$ cat config.mk
export PLATFORM = sky130hd
export DESIGN_NAME = multicycle_control_fsm
export DESIGN_NICKNAME = d
export VERILOG_FILES = /design/src/rtl/multicycle_control_fsm.sv
export SDC_FILE = /design/constraint.sdc
export NUM_CORES = 1
export LEC_CHECK = 0
export BUFFER_PORTS_ARGS = -buffer_cell sky130_fd_sc_hd__buf_2
export CORE_MARGIN = 2
export CORE_UTILIZATION = 50
export DETAILED_ROUTE_END_ITERATION = 8
export GPL_TIMING_DRIVEN = 0
export PLACE_DENSITY = 0.77
export SYNTH_ARGS = -nofsm -noshare
export SYNTH_HDL_FRONTEND = slang
export SYNTH_SLANG_ARGS = --single-unit
$ cat constraint.sdc
create_clock -name clk -period 2.2 [get_ports clk]
set_input_delay 0.11 -clock clk [delete_from_list [all_inputs] [get_ports clk]]
set_output_delay 0.11 -clock clk [all_outputs]
set_load 0.1 [all_outputs]
$ cat src/rtl/multicycle_control_fsm.sv
// Multi-cycle control sequencer for the 16-bit datapath.
// Ports: clk, rst_n (async low), run, opcode, zero, mem_ready in;
// datapath enables/selects, state, halted, illegal out.
// Optional: MC_CTRL_MEM_WAIT_EN makes memory states wait for mem_ready.
module multicycle_control_fsm #(
  parameter logic [3:0] HALT_OPCODE = 4'hF
) (
  input  logic       clk,
  input  logic       rst_n,
  input  logic       run,
  input  logic [3:0] opcode,
  input  logic       zero,
  input  logic       mem_ready,
  output logic       pc_write,
  output logic [1:0] pc_src,
  output logic       ir_write,
  output logic       iord,
  output logic       mem_read,
  output logic       mem_write,
  output logic       reg_write,
  output logic       mem_to_reg,
  output logic       alu_src_a,
  output logic [1:0] alu_src_b,
  output logic [2:0] alu_op,
  output logic [3:0] state,
  output logic       halted,
  output logic       illegal
);

`ifdef MC_CTRL_MEM_WAIT_EN
  localparam bit MemWait = 1'b1;
`else
  localparam bit MemWait = 1'b0;
`endif

  typedef enum logic [3:0] {
    S_IDLE     = 4'd0,
    S_FETCH    = 4'd1,
    S_DECODE   = 4'd2,
    S_EXEC_R   = 4'd3,
    S_EXEC_I   = 4'd4,
    S_MEM_ADDR = 4'd5,
    S_MEM_RD   = 4'd6,
    S_MEM_WR   = 4'd7,
    S_WB_ALU   = 4'd8,
    S_WB_MEM   = 4'd9,
    S_BRANCH   = 4'd10,
    S_JUMP     = 4'd11,
    S_HALT     = 4'd12
  } state_t;

  typedef struct packed {
    logic       pc_write;
    logic [1:0] pc_src;
    logic       ir_write;
    logic       iord;
    logic       mem_read;
    logic       mem_write;
    logic       reg_write;
    logic       mem_to_reg;
    logic       alu_src_a;
    logic [1:0] alu_src_b;
    logic [2:0] alu_op;
    logic       halted;
  } ctrl_t;

  state_t state_q;
  state_t ns;
  ctrl_t  ctrl_q;

  logic halt_op, r_op, i_op, m_op, b_op, j_op;
  logic hold, done_ns_go;

  assign halt_op = opcode == HALT_OPCODE;
  assign r_op = !halt_op && opcode <= 4'h5;
  assign i_op = !halt_op &&
                (opcode == 4'h6 || opcode == 4'hC);
  assign m_op = !halt_op &&
                (opcode == 4'h7 || opcode == 4'h8);
  assign b_op = !halt_op &&
                (opcode == 4'h9 || opcode == 4'hA);
  assign j_op = !halt_op && opcode == 4'hB;

  assign hold = MemWait && !mem_ready;
  assign done_ns_go = run;

  always_comb begin
    ns = S_IDLE;
    case (state_q)
      S_IDLE:   ns = run ? S_FETCH : S_IDLE;
      S_FETCH:  ns = hold ? S_FETCH : S_DECODE;
      S_DECODE: begin
        unique case (1'b1)
          halt_op: ns = S_HALT;
          r_op:    ns = S_EXEC_R;
          i_op:    ns = S_EXEC_I;
          m_op:    ns = S_MEM_ADDR;
          b_op:    ns = S_BRANCH;
          j_op:    ns = S_JUMP;
          default: ns = done_ns_go ? S_FETCH : S_IDLE;
        endcase
      end
      S_EXEC_R, S_EXEC_I: ns = S_WB_ALU;
      S_MEM_ADDR:
        ns = (opcode == 4'h7) ? S_MEM_RD : S_MEM_WR;
      S_MEM_RD: ns = hold ? S_MEM_RD : S_WB_MEM;
      S_MEM_WR:
        ns = hold ? S_MEM_WR :
             (done_ns_go ? S_FETCH : S_IDLE);
      S_WB_ALU, S_WB_MEM, S_BRANCH, S_JUMP:
        ns = done_ns_go ? S_FETCH : S_IDLE;
      S_HALT:  ns = S_HALT;
      default: ns = S_IDLE;
    endcase
  end

  // Outputs are precomputed for the state being entered so that
  // they come straight out of flops.
  function automatic ctrl_t ctrl_of(input state_t s,
                                    input logic [3:0] op);
    ctrl_t c;
    c = '0;
    case (s)
      S_FETCH: begin
        c.mem_read  = 1'b1;
        c.ir_write  = 1'b1;
        c.pc_write  = 1'b1;
        c.alu_src_b = 2'd1;
      end
      S_DECODE: c.alu_src_b = 2'd2;
      S_EXEC_R: begin
        c.alu_src_a = 1'b1;
        c.alu_op    = op[2:0];
      end
      S_EXEC_I: begin
        c.alu_src_a = 1'b1;
        c.alu_src_b = 2'd2;
        c.alu_op    = (op == 4'hC) ? 3'd6 : 3'd0;
      end
      S_MEM_ADDR: begin
        c.alu_src_a = 1'b1;
        c.alu_src_b = 2'd2;
      end
      S_MEM_RD: begin
        c.mem_read = 1'b1;
        c.iord     = 1'b1;
      end
      S_MEM_WR: begin
        c.mem_write = 1'b1;
        c.iord      = 1'b1;
      end
      S_WB_ALU: c.reg_write = 1'b1;
      S_WB_MEM: begin
        c.reg_write  = 1'b1;
        c.mem_to_reg = 1'b1;
      end
      S_BRANCH: begin
        c.alu_src_a = 1'b1;
        c.alu_op    = 3'd1;
        c.pc_src    = 2'd1;
      end
      S_JUMP: begin
        c.pc_src   = 2'd2;
        c.pc_write = 1'b1;
      end
      S_HALT:  c.halted = 1'b1;
      default: c = '0;
    endcase
    return c;
  endfunction

  always_ff @(posedge clk or negedge rst_n) begin
    if (!rst_n) begin
      state_q <= S_IDLE;
      ctrl_q  <= '0;
    end else begin
      state_q <= ns;
      ctrl_q  <= ctrl_of(ns, opcode);
    end
  end

  logic fetch_go, br_take;

  // IR/PC load only on the fetch cycle where memory responds.
  assign fetch_go = !(MemWait && state_q == S_FETCH &&
                      !mem_ready);
  assign br_take = state_q == S_BRANCH &&
                   (opcode == 4'hA ? !zero : zero);

  assign pc_write   = (ctrl_q.pc_write && fetch_go) || br_take;
  assign ir_write   = ctrl_q.ir_write && fetch_go;
  assign pc_src     = ctrl_q.pc_src;
  assign iord       = ctrl_q.iord;
  assign mem_read   = ctrl_q.mem_read;
  assign mem_write  = ctrl_q.mem_write;
  assign reg_write  = ctrl_q.reg_write;
  assign mem_to_reg = ctrl_q.mem_to_reg;
  assign alu_src_a  = ctrl_q.alu_src_a;
  assign alu_src_b  = ctrl_q.alu_src_b;
  assign alu_op     = ctrl_q.alu_op;
  assign halted     = ctrl_q.halted;
  assign state      = state_q;
  assign illegal    = state_q == S_DECODE && !halt_op &&
                      (opcode == 4'hD || opcode == 4'hE);

endmodule

======== Word-level counts from Yosys, hierarchy flattened ========
Cells that the tools add are included.
cells by class
  reductions and logical operators ........ 24
  magnitude comparators ................... 1
  multiplexer cells ....................... 18
  equal/unequal tests ..................... 34
operators with widths
  operator            count
  $eq 4x4->1 const B  18
  $eq 4x3->1 const B  10
  $pmux 4 s7          1
  $pmux 4 s6          1
  $eq 4x2->1 const B  4
  $mux 1              12
  $reduce_or 2->1     5
  $pmux 3 s3          1
  $eq 4x1->1 const B  2
  $logic_and 1x1->1   8
  $pmux 2 s2          2
  $reduce_or 6->1     1
  $logic_or 1x1->1    5
  $le 4x3->1 const B  1
  $logic_not 4->1     1
  $reduce_or 4->1     1
  $mux 3              1
  $reduce_or 3->1     1
  $logic_not 1->1     2
word-level totals
  register bits ........................... 20
  input bits .............................. 9
  word-level logic and storage cells ...... 90
  output and inout bits ................... 21

======== Logic depth before layout (Yosys ltp) ========
  word-level depth ........................ 8
  depth in mapped cells ................... 7
  mapped depth without buffers ............ 6

======== Worst setup path after synthesis ========
OpenSTA, ideal clock, no wires.
  path type ............................... reg-to-output
  start ................................... reg state_q[1], in the netlist state[1]
  end ..................................... out illegal
  path buffers ............................ 0
  cell stages (with the launch flop) ...... 4
  setup slack ............................. -0.643 ns
  data arrival time ....................... 2.733 ns
  data required time ...................... 2.090 ns
  path through ............................ dfrtp_1 -> nor2b_2 -> nand2_1 -> nor2_1
on the way
  longest elaborated chain between the ends .. 3
ends and longest elaborated chain
  what                            line  text
  start: declaration              67    state_t state_q;
  start signal: assignment        177   state_q <= ns;
  $eq 4x2->1                      203   assign illegal = state_q == S_DECODE && !halt_op &&
  $logic_and 1x1->1 (2 in a row)  203
  end: declaration                27    output logic illegal
No other way between the ends.

======== Final worst setup path ========
  start ................................... reg state_q[2], in the netlist state[2]
  end ..................................... out illegal
The elaborated chain is that of the path after synthesis.

==> flow_summary_export.csv <==
group,metric,value,unit
status,status,"complete, no violations",
floorplanning,fp.dieH,49.7,µm
global_routing,grt_pass1_wl,3.58,mm
clocking,cts_root_buf,"clkbuf_4",
layout,area.sequential,477,µm²
detailed_routing,drtIter0Drc,18,
synthesis,synth_seq_cells,19,
layout,drive_gt1_frac,0.371,
clocking,tritoncts.num_buffers,3,
sta,slew_violations,0,
sta,max_clock_freq,503,MHz
sta,min_period,1990,ps
setup_path,cp_data_required_time,2090,ps
sta,tightest_slew,488,ps
layout,largest_register_ffs,4,
floorplanning,coreArea,1960,µm²
placement,place_area,1220,µm²
detailed_routing,finalWirelength,2.12,mm
global_routing,grt_pass1_vias,830,
sta,skew,1.23,ps
clocking,clk_pin_slew,100,ps
setup_path,cp_max_fo,10,
clocking,cts.htree.levels,1,
setup_path,timing.critical_path.from,"state[2]",
synthesis,synthesis.nets,117,
synthesis,syn-mean-instance-area,9.69,µm²
setup_path,crit_path_end_kind,"primary output",
detailed_routing,via_count,874,
clocking,cts.path.max_buffers,2,
layout,fillCellCount,188,
sta,grt_setup_unrepaired,"false",
synthesis,yosys.area.top_type_share,0.455,
synthesis,ys_seq_area_frac,0.455,
layout,fin_nets,150,
detailed_routing,firstDrtPassIters,4,
worst_hold_path,hold_depth,3,
synthesis,synth_cell_types,45,
worst_hold_path,hold_path_startpoint,"opcode[0]",
floorplanning,pin_count,30,
floorplanning,die_x,49.7,µm
setup_path,critical_path_arrival,1880,ps
layout,postLayoutCoreUtil,0.643,
sta,fin_crit_sh,0.904,
flow_run,maxCapViolations,0,
placement,port_buffers,27,
sta,hold_viol_final,0,
setup_path,crit_path_start_kind,"flip-flop",
floorplanning,placement_rows,16,
synthesis,synth_area_leader_cell,"dfrtp_1",
synthesis,synth-async-reset-ratio,1.00,
placement,dp_slack,442,ps
setup_path,reg2reg_to,"alu_src_a",
global_routing,grtUsageTotal,0.197,
layout,diodes,0,
global_routing,grt.overflow.total,0,
worst_hold_path,hold_end,"alu_op[0]",
global_routing,grt_max_degree,20,
floorplanning,die_area,2470,µm²
layout,multi_input_area,468,µm²
floorplanning,start_util,0.533,
worst_hold_path,worstHoldPathType,"input port to flip-flop",
clocking,clock-sinks,19,
detailed_routing,viasPerCell,5.23,
sta,setup_viol,0,
detailed_routing,antenna_left,0,
synthesis,synth_warnings,0,
sta,setup_slack,211,ps
setup_path,r2r_start,"state[2]",
detailed_routing,drc,0,
clocking,cts-resized-gates,0,
synthesis,synth.cell_area,1050,µm²
clocking,clk_latency,300,ps
placement,globalplace.congestion,0.917,
sta,finalSetupTns,0,ps
global_routing,antenna_found_initial,0,
clocking,tritoncts,"yes",
sta,slew_headroom,0.677,
synthesis,synthCells,108,
layout,final_area,1260,µm²
synthesis,synth_area_leaders,"dfrtp_1 45%, buf_4 5.0%, nand2_1 4.7%",
layout,syn2layout_area_growth,20.6,%
detailed_routing,avgRoutedWirePerCell,12.7,µm
setup_path,path_class,"flip-flop to primary output",
setup_path,r2r_cells,6,
setup_path,r2r_setup_slack,380,ps
synthesis,synth_top_flop_cell,"dfrtp_1",
synthesis,synth-edff-count,0,
placement,hpwl,1.61,mm
-- repair_timing --
item | CTS | global route
setup buffers | 0 | 0
endpoints found under the hold margin | 19 | 0
setup endpoints to repair | 0 | 0
hold buffers | 1 | 0
-- metrics by stage --
step	instances	hold slack, ps
after floorplan	108	-186
after global placement	162	49.6
after global routing	167	122
after CTS	167	97.1
final	167	99.7
after detailed placement	162	63.1
-- how the worst max path moves through the flow --
stage | end | slack [ps] | cells past startpoint
final | illegal | 210 | 5
after global routing | illegal | 110 | 5
after CTS | illegal | 220 | 5
after detailed placement | alu_src_a | 440 | 6
after global placement | alu_src_a | 470 | 6
after floorplan | alu_src_a | 6 | 7
-- metal layers --
metal / up-vias / global-route usage / wire length, µm
met5: - / 0 / 0
met3: 5 / 0.0182 / 74
li1: 432 / - / -
met1: 405 / 0.240 / 900
met4: 0 / 0.125 / 55
met2: 32 / 0.333 / 1090
-- Yosys cell counts, drive strengths merged (2+ instances only) --
cell type / instances
a21o: 2
a21oi: 2
and2: 3
buf: 9
clkbuf: 2
dfrtp: 19
inv: 8
nand2: 13
nand2b: 3
nand3: 2
nor2: 9
nor2b: 4
nor3: 2
o21ai: 5
o22ai: 2
xor2: 2
-- cell type report --
class | instances | area share
clock buffers | 3 | 0.0179
well taps | 27 | 0.0268
clock inverters | 1 | 0.00397
flip-flops and latches | 19 | 0.378
multi-input cells | 70 | 0.371
inverters | 8 | 0.0238
repair buffers | 28 | 0.115
plain buffers | 11 | 0.0635
-- worst max-delay path, stage by stage (launching register included) --
cell and delay, ps:
dfrtp_1 410, buf_2 180, nor2_1 210, nand2_1 210, nor2_4 130, buf_2 420
-- layout by cell type, fill, tap and decap left out, drive strengths merged, types with 2 or more instances in the layout --
cell	Yosys	routed
inv	8	8
a21o	2	2
nor2	9	9
nand2b	3	3
nand2	13	13
buf	9	36
clkbuf	2	5
o21ai	5	5
nor3	2	2
nand3	2	2
o22ai	2	2
and2	3	3
dfrtp	19	19
a21oi	2	2
nor2b	4	4
xor2	2	2
-- logic make-up after synthesis --
logic type      count (synthesis)  share of synthesized area
buf+inv                        19                      0.105
mux                             1                    0.00957
xor+xnor                        2                     0.0167
compound gates                 22                      0.172
simple gates                   45                      0.242
flops                          19                      0.455
Power is left out: the tool's default activity adds up to more than one toggle a clock period on the data nets, which glitch-free logic cannot reach.
